### config.mk
export PLATFORM = sky130hd
export DESIGN_NAME = mem_access_unit
export DESIGN_NICKNAME = d
export VERILOG_FILES = /design/src/rtl/riscv_pkg.sv /design/src/rtl/lsu_align.sv /design/src/rtl/mem_access_unit.sv
export SDC_FILE = /design/constraint.sdc
export NUM_CORES = 1
export LEC_CHECK = 0
export ABC_AREA = 1
export ABC_CLOCK_PERIOD_IN_PS = 3100
export CAP_MARGIN = 20
export CORE_AREA = 4 4 152 154
export DETAILED_ROUTE_END_ITERATION = 12
export DIE_AREA = 0 0 156 158
export PLACE_DENSITY = 0.78
export SLEW_MARGIN = 25
export SYNTH_ARGS = -nofsm -noshare
export SYNTH_HDL_FRONTEND = slang
export SYNTH_HIERARCHICAL = 1
export SYNTH_SLANG_ARGS = --single-unit
### constraint.sdc
create_clock -name clk -period 3.1 [get_ports clk]
set_clock_uncertainty 0.05 [all_clocks]
set_input_delay 0.62 -clock clk [delete_from_list [all_inputs] [get_ports clk]]
set_output_delay 0.62 -clock clk [all_outputs]
set_load 0.02 [all_outputs]
### src/rtl/riscv_pkg.sv
// rtl/riscv_pkg.sv - shared widths, access-size codes and MEM-stage FSM encoding
package riscv_pkg;

    localparam int XLEN = 32;

    // funct3[1:0] access size; funct3[2] selects zero-extension on loads
    localparam logic [1:0] SZ_B = 2'b00;
    localparam logic [1:0] SZ_H = 2'b01;
    localparam logic [1:0] SZ_W = 2'b10;

    typedef enum logic [1:0] {
        IDLE = 2'b00,
        REQ  = 2'b01,
        RESP = 2'b10
    } mem_state_t;

endpackage

### src/rtl/lsu_align.sv
// rtl/lsu_align.sv - byte-lane steering for stores, extension for loads, alignment check
module lsu_align
    import riscv_pkg::*;
(
    input  logic [1:0]      addr_lo,
    input  logic [2:0]      funct3,
    input  logic [XLEN-1:0] store_data,
    input  logic [XLEN-1:0] rdata,
    output logic [3:0]      wstrb,
    output logic [XLEN-1:0] wdata,
    output logic [XLEN-1:0] load_data,
    output logic            misaligned
);

    logic [XLEN-1:0] shifted;
    logic            sext;

    always_comb begin
        shifted    = rdata >> {addr_lo, 3'b000};
        sext       = ~funct3[2];
        wstrb      = 4'b1111;
        wdata      = store_data;
        load_data  = shifted;
        misaligned = 1'b0;
        case (funct3[1:0])
            SZ_B: begin
                wstrb     = 4'b0001 << addr_lo;
                wdata     = {4{store_data[7:0]}};
                load_data = {{24{sext & shifted[7]}}, shifted[7:0]};
            end
            SZ_H: begin
                wstrb      = addr_lo[1] ? 4'b1100 : 4'b0011;
                wdata      = {2{store_data[15:0]}};
                load_data  = {{16{sext & shifted[15]}}, shifted[15:0]};
                misaligned = addr_lo[0];
            end
            default: begin
                misaligned = |addr_lo;
            end
        endcase
    end

endmodule

### src/rtl/mem_access_unit.sv
// rtl/mem_access_unit.sv - MEM stage: drives the req/gnt/rvalid data bus, stalls, registers MEM/WB
module mem_access_unit
    import riscv_pkg::*;
#(
    parameter int TIMEOUT_CYCLES = 64,
    parameter int CNT_W          = 7
) (
    input  logic            clk,
    input  logic            reset,
    input  logic            mem_RegWrite,
    input  logic            mem_MemtoReg,
    input  logic            mem_MemRead,
    input  logic            mem_MemWrite,
    input  logic [4:0]      mem_rd,
    input  logic [2:0]      mem_funct3,
    input  logic [XLEN-1:0] mem_alu_result,
    input  logic [XLEN-1:0] mem_write_data,
    output logic            dbus_req,
    output logic            dbus_we,
    output logic [XLEN-1:0] dbus_addr,
    output logic [XLEN-1:0] dbus_wdata,
    output logic [3:0]      dbus_wstrb,
    input  logic            dbus_gnt,
    input  logic            dbus_rvalid,
    input  logic [XLEN-1:0] dbus_rdata,
    input  logic            dbus_err,
    output logic            mem_stall,
    output logic            wb_RegWrite,
    output logic            wb_MemtoReg,
    output logic [4:0]      wb_rd,
    output logic [XLEN-1:0] wb_alu_result,
    output logic [XLEN-1:0] wb_load_data,
    output logic            exc_misaligned,
    output logic            exc_bus_err,
    output logic [XLEN-1:0] exc_addr
);

    mem_state_t      state, state_nxt;
    logic [CNT_W-1:0] cnt;
    logic [XLEN-1:0] addr_q, wdata_q;
    logic [3:0]      wstrb_q;
    logic            we_q;
    logic [2:0]      funct3_q;

    logic            access, in_idle, timeout_hit;
    logic [1:0]      al_addr;
    logic [2:0]      al_f3;
    logic [3:0]      al_wstrb;
    logic [XLEN-1:0] al_wdata, al_load;
    logic            al_mis;
    logic            stall_c, req_c, start;
    logic            cap_pass, cap_mis, cap_done, cap_to;

    assign access      = mem_MemRead | mem_MemWrite;
    assign in_idle     = (state == IDLE);
    // The aligner sees live inputs while idle and the latched access afterwards
    assign al_addr     = in_idle ? mem_alu_result[1:0] : addr_q[1:0];
    assign al_f3       = in_idle ? mem_funct3 : funct3_q;
    assign timeout_hit = !in_idle && (cnt == CNT_W'(TIMEOUT_CYCLES - 1));

    lsu_align u_align (
        .addr_lo    (al_addr),
        .funct3     (al_f3),
        .store_data (mem_write_data),
        .rdata      (dbus_rdata),
        .wstrb      (al_wstrb),
        .wdata      (al_wdata),
        .load_data  (al_load),
        .misaligned (al_mis)
    );

    always_ff @(posedge clk or negedge reset) begin
        if (!reset) state <= IDLE;
        else        state <= state_nxt;
    end

    always_comb begin
        state_nxt = state;
        stall_c   = 1'b0;
        req_c     = 1'b0;
        start     = 1'b0;
        cap_pass  = 1'b0;
        cap_mis   = 1'b0;
        cap_done  = 1'b0;
        cap_to    = 1'b0;
        case (state)
            IDLE: begin
                if (!access)     cap_pass = 1'b1;
                else if (al_mis) cap_mis  = 1'b1;
                else begin
                    start     = 1'b1;
                    stall_c   = 1'b1;
                    state_nxt = REQ;
                end
            end
            REQ: begin
                if (timeout_hit) begin
                    cap_to    = 1'b1;
                    state_nxt = IDLE;
                end else begin
                    req_c   = 1'b1;
                    stall_c = 1'b1;
                    if (dbus_gnt) state_nxt = RESP;
                end
            end
            RESP: begin
                if (dbus_rvalid) begin
                    cap_done  = 1'b1;
                    state_nxt = IDLE;
                end else if (timeout_hit) begin
                    cap_to    = 1'b1;
                    state_nxt = IDLE;
                end else begin
                    stall_c = 1'b1;
                end
            end
            default: state_nxt = IDLE;
        endcase
    end

    always_ff @(posedge clk or negedge reset) begin
        if (!reset) begin
            cnt      <= '0;
            addr_q   <= '0;
            wdata_q  <= '0;
            wstrb_q  <= '0;
            we_q     <= 1'b0;
            funct3_q <= '0;
        end else if (start) begin
            cnt      <= '0;
            addr_q   <= mem_alu_result;
            wdata_q  <= al_wdata;
            wstrb_q  <= mem_MemWrite ? al_wstrb : 4'b0000;
            we_q     <= mem_MemWrite;
            funct3_q <= mem_funct3;
        end else if (!in_idle) begin
            cnt <= cnt + 1'b1;
        end
    end

    // Edges without a capture leave a bubble: no write-back, no exception
    always_ff @(posedge clk or negedge reset) begin
        if (!reset) begin
            wb_RegWrite    <= 1'b0;
            wb_MemtoReg    <= 1'b0;
            wb_rd          <= '0;
            wb_alu_result  <= '0;
            wb_load_data   <= '0;
            exc_misaligned <= 1'b0;
            exc_bus_err    <= 1'b0;
            exc_addr       <= '0;
        end else begin
            wb_RegWrite    <= 1'b0;
            wb_MemtoReg    <= 1'b0;
            exc_misaligned <= 1'b0;
            exc_bus_err    <= 1'b0;
            if (cap_pass | cap_mis | cap_done | cap_to) begin
                wb_rd         <= mem_rd;
                wb_alu_result <= mem_alu_result;
            end
            if (cap_pass) begin
                wb_RegWrite  <= mem_RegWrite;
                wb_MemtoReg  <= mem_MemtoReg;
                wb_load_data <= '0;
            end
            if (cap_mis) begin
                exc_misaligned <= 1'b1;
                exc_addr       <= mem_alu_result;
            end
            if (cap_done) begin
                wb_RegWrite  <= mem_RegWrite & ~dbus_err;
                wb_MemtoReg  <= mem_MemtoReg;
                wb_load_data <= we_q ? '0 : al_load;
                exc_bus_err  <= dbus_err;
                if (dbus_err) exc_addr <= addr_q;
            end
            if (cap_to) begin
                exc_bus_err <= 1'b1;
                exc_addr    <= addr_q;
            end
        end
    end

    assign dbus_req   = req_c;
    assign dbus_we    = we_q;
    assign dbus_addr  = {addr_q[XLEN-1:2], 2'b00};
    assign dbus_wdata = wdata_q;
    assign dbus_wstrb = wstrb_q;
    assign mem_stall  = reset & stall_c;

endmodule

==> results of run 1 <==
[final cells by class]
type / count / share of cell area, %
Sequential cell: 186 / 36.3
Clock inverter: 14 / 1.34
Clock buffer: 18 / 3.43
Tap cell: 280 / 2.73
Timing Repair Buffer: 323 / 25.1
Inverter: 82 / 2.51
Multi-Input combinational cell: 754 / 28.6
[layout by cell type (no fill, tap or decap), types with 27 or more instances in the layout]
cell type        instances
nand2_1                413
clkdlybuf4s50_1        284
nand3_1                 96
nor2_1                  42
o21ai_1                 27
a32o_1                  32
inv_1                   71
buf_4                   32
a21oi_1                 46
o21ai_0                 35
dfrtp_1                186
[layer usage]
layer  GRT usage, %  share of wire, %  vias to the layer above
li1               -                 -                     4073
met1           29.3                41                     4104
met2           36.4                48                      382
met3           5.25               8.8                       41
met4           6.92               1.9                        0
met5              0                 0                        -
[cell families (layout without fill, tap and decap cells)]
family | after synthesis | count (layout)
AND/OR/NAND/NOR | 584 | 584
buffers and inverters | 189 | 437
flip-flops | 186 | 186
AO/OA/AOI/OAI | 161 | 161
adder cells (fa/ha/maj) | 6 | 6
other | 1 | 2
XOR/XNOR | 1 | 1
[power by group through the flow]
stage               logic, mW  registers, mW  clock network (mW)
floorplan                4.59           5.23                   0
global placement         8.66           4.28                   0
detailed placement       8.86           4.30                   0
CTS                      8.97           4.28                2.33
global route             9.74           4.41                2.42
finish                   8.94           4.28                2.27
[flip-flops by register name, indices dropped and copies added, names as in the netlist]
register and count:
exc_addr 32, wb_rd 5, dbus_we 1, dbus_wstrb 4, cnt 7, addr_q 32, wb_MemtoReg 1, dbus_wdata 32
funct3_q 3, wb_RegWrite 1, wb_load_data 32, exc_bus_err 1, exc_misaligned 1, wb_alu_result 32, state 2
[per-stage QoR]
stage               utilization, %  setup WS [ns]
floorplan                        -         0.0129
global placement              55.9         -0.409
detailed placement            56.0         -0.441
CTS                           59.0        0.00133
global route                  59.1         0.0163
finish                        59.1          0.156
[what timing repair did]
| action | CTS | global route |
|---|---|---|
| pin swaps | 1 | 2 |
| setup buffers | 1 | 0 |
| endpoints found under the setup margin | 1 | 1 |
| gates resized for setup | 9 | 9 |
| hold buffers | 0 | 0 |
[path summary, 6_finish.rpt]
| check | cells past startpoint | to | slack, ns |
|---|---|---|---|
| setup / recovery | 11 | mem_stall | 0.16 |
| hold / removal | 2 | exc_addr[2] | 0.31 |
| setup reg to reg | 14 | addr_q[26] | 0.47 |
| hold reg to reg | 2 | dbus_wstrb[0] | 0.43 |
| max in group asynchronous | 3 | dbus_wdata[26] | 1.52 |
| min in group clk | 2 | dbus_wstrb[0] | 0.43 |
==> metrics.yaml, run 1 <==
finalSetupTns_ns: 0
syn_area_um2: 9270
muxShareOfSynthArea_pct: 0
first_pass_iters: 5
drive_above_1_share_pct: 8.42
via_count: 8600
path_delay_family: "buffers and inverters"
ant_nets: 0
wl_um: 28100
worstSetupPathType: "primary input to primary output"
tightest_slew_ns: 0.987
setup_viol: 0
postPlaceCellArea_um2: 12200
synthCells: 1128
synth_xor_area_share_pct: 0.0945
crit_path_end_kind: "primary output"
die_x_um: 156
maxSlewViolCount: 0
p_leak_nw: 6.27
hold_violations: 0
hold_ws_ns: 0.308
synth-simple-area-share_pct: 26.8
p_clk_share_pct: 14.7
synth_fa_ha_area_share_pct: 0.810
antenna_found_initial: 0
clkTransAtPathRegs_ns: 0.07
seq_area_um2: 4650
critPathLaunch: "mem_alu_result[0]"
power_density_nw_per_um2: 1210
routed_via_density: 5.19
status: "finished, final reports clean"
numClockSinks: 186
worstPathRequired_ns: 2.43
p_int_mw: 8.56
switching_share_pct: 44.7
async_flop_share_pct: 100
timing.critical_path.mode_cell: "nor2_4"
dp.cells: 1624
cts_tree: "built"
gp_congestion: 0.853
boundaryPins: 289
startpoint_type: "primary input"
synth_area_per_cell_um2: 8.21
grt.total_usage_pct: 22.2
cts_buffer_depth: 2
final_cell_area_um2: 12800
period_share_pct: 95.0
diodes: 0
fp.dieH_um: 158
area_growth_pct: 38.3
final_cells: 1657
ys_seq_area_share_pct: 50.2
synth_top_family_by_area: "simple AND/OR/NAND/NOR gates"
synth.top_cells.by_count: "nand2_1, dfrtp_1, nand3_1, inv_1, buf_4"
drc: 0
dieArea_um2: 24600
synth_edf_count: 0
final_nets: 1483
relSlewSlack_pct: 33.8
ys_types: 33
h-tree-depth: 4
timing.critical_path.buf_inv: 4
synth_compound_area_share_pct: 10.8
r2r-start: "state[0]"
core_area_um2: 21700
hp-class: "primary input to async pin"
p_sw_mw: 6.93
crit_path_max_incr_delay_ns: 0.51
yosys_warnings: 6
timing.fmax_mhz: 340
worstPathMaxFanout: 3
critical_path_arrival_ns: 2.27
synthFlopType: "dfrtp_1"
min_period_ns: 2.94
wl_per_cell_um: 17.0
overflow: 0
initial_core_util_pct: 42.7
num_rows: 54
cp_cell_sequence: "clkdlybuf4s50_1 > inv_1 > o21ai_4 > nor2_4 > o22ai_4 > nor2_4 > nand2_4 > clkinvlp_4 > a21oi_2 > nor3_2 > buf_4"
power_mw: 15.5
ys_seq_elements: 186
grt_max_degree: 139
p_comb_share_pct: 57.7
drt-initial-drc-count: 529
cp_slowest_cell: "clkdlybuf4s50_1"
synth_top_cell_area_share_pct: 50.2
pwr-share-seq_pct: 27.6
max-cap-violations: 0
multi_input_comb_area_um2: 3660
fillCellCount: 1922
grt_pass1_wl_um: 44100
numCtsBuffers: 17
dpl.hpwl_um: 19600
clkLatencyLatePin_ns: 0.42
grt_pass1_vias: 8508
synth_top_area_cell: "dfrtp_1"
clockRootBuffer: "clkbuf_16"
synth.top_cells.by_area: "dfrtp_1, nand2_1, nand3_1, buf_4, a32o_1"
yosysMostFrequentCell: "nand2_1"
vdd_drop_max_mv: 0.577
io_buffer_count: 286
rsz0062_at_grt: "false"
Power figures use the tool's default switching activity.
==> inputs of run 2 (changes only) <==
Settings changed: CORE_AREA 4 4 152 154 to 2 2 150 152, DIE_AREA 0 0 156 158 to 0 0 152 154, SLEW_MARGIN 25 to 40.
==> run 2 against run 1 <==
  * Critical path depth did not move
  * Wire length down 4.7%
  * Sequential power is essentially flat
==> metrics.yaml, run 2 (synthesized netlist as in run 1, its figures left out) <==
status: "finished, final reports clean"  # unchanged
wl_um: 26800  # was 28,100 µm
critical_path_arrival_ns: 2.36  # was 2.27 ns
post_cts_buffers: 0  # was 1
final_cell_area_um2: 12800  # about the same
final_nets: 1483  # unchanged
startpoint_type: "primary input"  # unchanged
die_x_um: 152  # was 156 µm
hp-class: "flip-flop to flip-flop"  # was primary input to async pin
maxSlewViolCount: 0  # unchanged
min_period_ns: 3.03  # was 2.94 ns
gp_congestion: 0.826  # was 0.853
routed_via_density: 5.16  # was 5.19
period_share_pct: 97.6  # was 95.0%
worstHoldStart: "dbus_wstrb[0]"
core_area_um2: 21700  # unchanged
path_delay_family: "buffers and inverters"  # unchanged
layout_common_cells: "nand2_1, clkdlybuf4s50_1, dfrtp_1, nand3_1, inv_1"  # unchanged
fp.dieH_um: 154  # was 158 µm
overflow: 0  # unchanged
h-tree-depth: 4  # unchanged
via_count: 8553  # was 8,600
clkTransAtPathRegs_ns: 0.07  # about the same
worstPathMaxFanout: 3  # unchanged
cp_cell_sequence: "clkdlybuf4s50_1 > inv_2 > o21ai_4 > nor2_4 > o22ai_2 > nor2_4 > nand2_4 > clkinv_1 > a21oi_2 > nor3_2 > clkdlybuf4s15_2"  # was clkdlybuf4s50_1 > inv_1 > o21ai_4 > nor2_4 > o22ai_4 > nor2_4 > nand2_4 > clkinvlp_4 > a21oi_2 > nor3_2 > buf_4
grt_pass1_vias: 8274  # was 8,508
dp.cells: 1624  # unchanged
power_mw: 15.3  # was 15.5 mW
p_leak_nw: 6.26  # was 6.27 nW
postLayoutCoreUtil_pct: 59.0  # was 59.1%
cp_slowest_cell: "clkdlybuf4s50_1"  # unchanged
finalSetupTns_ns: 0  # unchanged
drt-initial-drc-count: 552  # was 529
drive_above_1_share_pct: 8.42  # unchanged
num_rows: 54  # unchanged
ant_nets: 0  # unchanged
dp_slack_ns: -0.363  # was -0.441 ns
timing.critical_path.buf_inv: 4  # unchanged
grt_pass1_wl_um: 44000  # was 44,100 µm
grt_max_degree: 79  # was 139
cts_tree: "built"  # unchanged
timing.critical_path.mode_cell: "nor2_4"  # unchanged
crit_path_end_kind: "primary output"  # unchanged
clockRootBuffer: "clkbuf_16"  # unchanged
vdd_drop_max_mv: 0.611  # was 0.577 mV
io_buffer_count: 286  # unchanged
relSlewSlack_pct: 46.7  # was 33.8%
initial_core_util_pct: 42.7  # unchanged
max-cap-violations: 0  # unchanged
r2r-start: "state[0]"  # unchanged
timing.fmax_mhz: 331  # was 340 MHz
cts_buffer_depth: 2  # unchanged
dieArea_um2: 23400  # was 24,600 µm²
postPlaceCellArea_um2: 12200  # about the same
wl_per_cell_um: 16.2  # was 17.0 µm
boundaryPins: 289  # unchanged
setup_viol: 0  # unchanged
area_growth_pct: 38.2  # was 38.3%
first_pass_iters: 5  # unchanged
hold_ws_ns: 0.433  # was 0.308 ns
worstSetupPathType: "primary input to primary output"  # unchanged
drc: 0  # unchanged
numCtsBuffers: 17  # unchanged
numClockSinks: 186  # unchanged
clkLatencyLatePin_ns: 0.42  # about the same
grt.total_usage_pct: 23.1  # was 22.2%
power_density_nw_per_um2: 1190  # was 1210 nW/µm²
critPathLaunch: "mem_alu_result[1]"  # was mem_alu_result[0]
rsz0062_at_grt: "false"  # unchanged
antenna_found_initial: 1  # was 0
hold_violations: 0  # unchanged
crit_path_max_incr_delay_ns: 0.50  # was 0.51 ns
dpl.hpwl_um: 18900  # was 19,600 µm
fin_ws_ns: 0.0748  # was 0.156 ns
layout.cells.most_common: "nand2_1"  # unchanged
final_cells: 1658  # was 1,657
worstPathRequired_ns: 2.43  # about the same
tightest_slew_ns: 0.799  # was 0.987 ns
run 2: changes by cell type in the layout (fill, tap and decap cells not counted), moves of 2 or more:
cell,before,now
buf_12,6,3
clkinv_8,0,2
buf_16,0,2
inv_2,5,8
clkinv_4,3,1
run 2: area by class of cell:
| class | instances | area [µm²] |
|---|---|---|
| fillers | 1889 | 8880 |
| flip-flops and latches | 186 | 4650 |
| multi-input cells | 754 | 3660 |
| repair buffers | 323 | 3230 |
| clock buffers | 17 | 425 |
| well taps | 280 | 350 |
| inverters | 82 | 315 |
| clock inverters | 15 | 173 |
| diodes | 1 | 2.50 |
run 2: timing repair:
item	in CTS	in global routing
resized for setup	9	4
pin swaps	0	1
hold buffers	1	0
endpoints found under the hold margin	1	0
setup endpoints to repair	1	1
run 2: power by group:
group,switching [mW],internal (mW),leakage [nW],total (mW)
clock network,1.06,1.16,0.292,2.22
logic,5.10,3.67,3.63,8.78
registers,0.702,3.57,2.33,4.27
total,6.87,8.40,6.26,15.3
run 2: final timing paths:
| kind | endpoint | slack, ns | depth (start not counted) |
|---|---|---|---|
| max in group asynchronous | wb_rd[0] | 1.63 | 4 |
| max reg2reg | cnt[2] | 0.59 | 12 |
| min | dbus_wstrb[0] | 0.43 | 2 |
| min reg2reg | dbus_wstrb[0] | 0.43 | 2 |
| max | mem_stall | 0.07 | 11 |
| min in group asynchronous | addr_q[8] | 0.51 | 2 |
run 2: layer usage:
layer | vias to the layer above | track usage [%] | wire length [µm]
met4 | 0 | 5.83 | 323
met2 | 362 | 38.2 | 12800
li1 | 4080 | - | -
met3 | 20 | 4.93 | 2040
met5 | - | 0 | 0
met1 | 4091 | 31.1 | 11600
run 2: tightest hold or removal path: cells and delay by family, from the launching register on:
kind / cells / cell delay (ns)
flops: 1 / 0.35
simple gates: 2 / 0.10
==> inputs of run 3 (changes only) <==
Settings changed: GPL_TIMING_DRIVEN from default to 0.
==> run 3 against run 2 <==
  * Total power rose by 7.7%
  * The run now ends with setup timing left
  * Setup slack got worse by 0.10 ns
  * First-iteration DRC count fell by 1.3%
  * Flip-flop and latch count did not move
  * Non-clock buffer count rose by 96
  * Die area did not move
  * Final cell count rose by 5.9%
==> metrics.yaml, run 3 (synthesized netlist as in run 1, its figures left out) <==
p_sw_mw: 7.25  # was 6.87 mW
area_growth_pct: 46.3  # was 38.2%
seq_area_um2: 4650  # unchanged
rsz0062_at_grt: "true"  # was false
hold_violations: 0  # unchanged
p_clk_share_pct: 14.4  # was 14.5%
pwr-share-seq_pct: 26.0  # was 28.0%
drc: 0  # unchanged
crit_path_end_kind: "primary output"  # unchanged
clkLatencyLatePin_ns: 0.43  # was 0.42 ns
cts_buffer_depth: 2  # unchanged
fp.dieH_um: 154  # unchanged
gp_congestion: 0.907  # was 0.826
boundaryPins: 289  # unchanged
p_comb_share_pct: 59.6  # was 57.5%
path_delay_family: "buffers and inverters"  # unchanged
vdd_drop_max_mv: 0.620  # was 0.611 mV
period_share_pct: 101  # was 97.6%
cts_tree: "built"  # unchanged
worstPathMaxFanout: 6  # was 3
crit_path_max_incr_delay_ns: 0.41  # was 0.50 ns
relSlewSlack_pct: 61.0  # was 46.7%
status: "complete, but fails checks"  # was finished, final reports clean
overflow: 0  # unchanged
max-cap-violations: 0  # unchanged
layout.cells.most_common: "nand2_1"  # unchanged
p_int_mw: 9.20  # was 8.40 mW
timing.fmax_mhz: 320  # was 331 MHz
first_pass_iters: 5  # unchanged
fillCellCount: 1841  # was 1,889
wl_um: 29800  # was 26,800 µm
worstPathRequired_ns: 2.43  # about the same
setup_viol: 1  # was 0
violations: "setup timing"
critical_path_arrival_ns: 2.46  # was 2.36 ns
multi_input_comb_area_um2: 3690  # was 3660 µm²
drive_above_1_share_pct: 13.2  # was 8.42%
hold_ws_ns: 0.430  # was 0.433 ns
cp_slowest_cell: "dfrtp_1"  # was clkdlybuf4s50_1
switching_share_pct: 44.1  # was 45.0%
antenna_found_initial: 2  # was 1
startpoint_type: "flip-flop"  # was primary input
num_rows: 54  # unchanged
io_buffer_count: 286  # unchanged
min_period_ns: 3.13  # was 3.03 ns
layout_common_cells: "nand2_1, clkdlybuf4s50_1, dfrtp_1, nand3_1, inv_1"  # unchanged
clkTransAtPathRegs_ns: 0.08  # was 0.07 ns
hp-class: "flip-flop to flip-flop"  # unchanged
timing.critical_path.buf_inv: 7  # was 4
numCtsBuffers: 17  # unchanged
initial_core_util_pct: 42.7  # unchanged
grt_pass1_vias: 8880  # was 8,274
maxSlewViolCount: 0  # unchanged
tightest_slew_ns: 0.579  # was 0.799 ns
h-tree-depth: 4  # unchanged
numClockSinks: 186  # unchanged
p_leak_nw: 6.71  # was 6.26 nW
final_cells: 1755  # was 1,658
worstSetupPathType: "flip-flop to primary output"  # was primary input to primary output
power_density_nw_per_um2: 1210  # was 1190 nW/µm²
grt_max_degree: 68  # was 79
fin_ws_ns: -0.0289  # was 0.0748 ns
wl_per_cell_um: 17.0  # was 16.2 µm
clockRootBuffer: "clkbuf_16"  # unchanged
final_nets: 1579  # was 1,483
dpl.hpwl_um: 22100  # was 18,900 µm
dp.cells: 1698  # was 1,624
grt_pass1_wl_um: 46900  # was 44,000 µm
core_area_um2: 21700  # unchanged
dieArea_um2: 23400  # unchanged
ant_nets: 0  # unchanged
cp_cell_sequence: "inv_2 > ha_4 > inv_8 > clkbuf_16 > nand2_2 > o21ai_4 > buf_6 > inv_6 > nand2_8 > o22ai_4 > nor2_4 > nand2_4 > clkinv_4 > a21oi_4 > nor3_2 > buf_4"  # was clkdlybuf4s50_1 > inv_2 > o21ai_4 > nor2_4 > o22ai_2 > nor2_4 > nand2_4 > clkinv_1 > a21oi_2 > nor3_2 > clkdlybuf4s15_2
via_count: 9020  # was 8,553
die_x_um: 152  # unchanged
grt.total_usage_pct: 25.0  # was 23.1%
drt-initial-drc-count: 545  # was 552
routed_via_density: 5.14  # was 5.16
run 3: final cells by class:
cell class              count  area share (%)
flip-flops and latches    186            34.3
plain buffers             105            5.46
repair buffers            314            23.2
well taps                 280            2.58
clock inverters            14            1.47
diodes                      2          0.0369
multi-input cells         754            27.2
inverters                  82            2.44
clock buffers              18            3.24
run 3: stage by stage:
| stage | setup TNS (ns) | power [mW] | setup WS [ns] | util (%) | area (µm²) |
|---|---|---|---|---|---|
| 6_report | -0.0289 | 16.5 | -0.0289 | 62.5 | 13600 |
| 4_1_cts | -0.0445 | 16.4 | -0.0445 | 62.2 | 13500 |
| 2_1_floorplan | 0 | 9.82 | 0.0129 | - | 9300 |
| 5_1_grt | -0.106 | 17.5 | -0.106 | 62.5 | 13600 |
| 3_5_place_dp | -40.24 | 13.6 | -1.27 | 58.1 | 12600 |
| 3_3_place_gp | -1265.59 | 13.4 | -6.58 | 57.7 | 12500 |
run 3: worst reg2reg max path, delay by kind of cell (launching register included):
| family | cells | cell delay, ns |
|---|---|---|
| simple gates | 6 | 0.58 |
| flops | 1 | 0.41 |
| compound gates | 3 | 0.35 |
| buf+inv | 9 | 1.24 |
| fa+ha+maj | 1 | 0.16 |
run 3: per-layer routing:
metal	global-route usage [%]	up-vias	routed length [µm]
li1	-	4275	-
met1	32.4	4328	12600
met2	42.1	377	14500
met3	5.81	40	2170
met4	7.17	0	523
met5	0	-	0
run 3: path summary, 6_finish.rpt:
| check | depth (start not counted) | startpoint | slack [ns] | to |
|---|---|---|---|---|
| min in group asynchronous | 2 | reset | 0.57 | wb_alu_result[10] |
| min reg2reg | 2 | dbus_wstrb[0] | 0.43 | dbus_wstrb[0] |
| max reg2reg | 19 | state[1] | 0.21 | exc_addr[19] |
| min | 2 | dbus_wstrb[0] | 0.43 | dbus_wstrb[0] |
| max in group asynchronous | 4 | reset | 1.51 | wb_rd[0] |
| max | 16 | state[1] | -0.03 | mem_stall |
run 3: power by group through the flow:
stage | clock network [mW] | logic, mW | registers, mW
CTS | 2.40 | 9.72 | 4.26
finish | 2.37 | 9.81 | 4.28
floorplan | 0 | 4.59 | 5.23
global placement | 0 | 9.10 | 4.28
detailed placement | 0 | 9.28 | 4.29
global route | 2.52 | 10.6 | 4.40
run 3: timing repair:
action                                  in CTS  in global routing
gates resized for setup                     34                  5
setup buffers                               15                  8
pin swaps                                    7                  8
endpoints found under the setup margin     147                  1
hold endpoints to repair                    29                  0
gates cloned                                 1                  0
hold buffers                                 1                  0
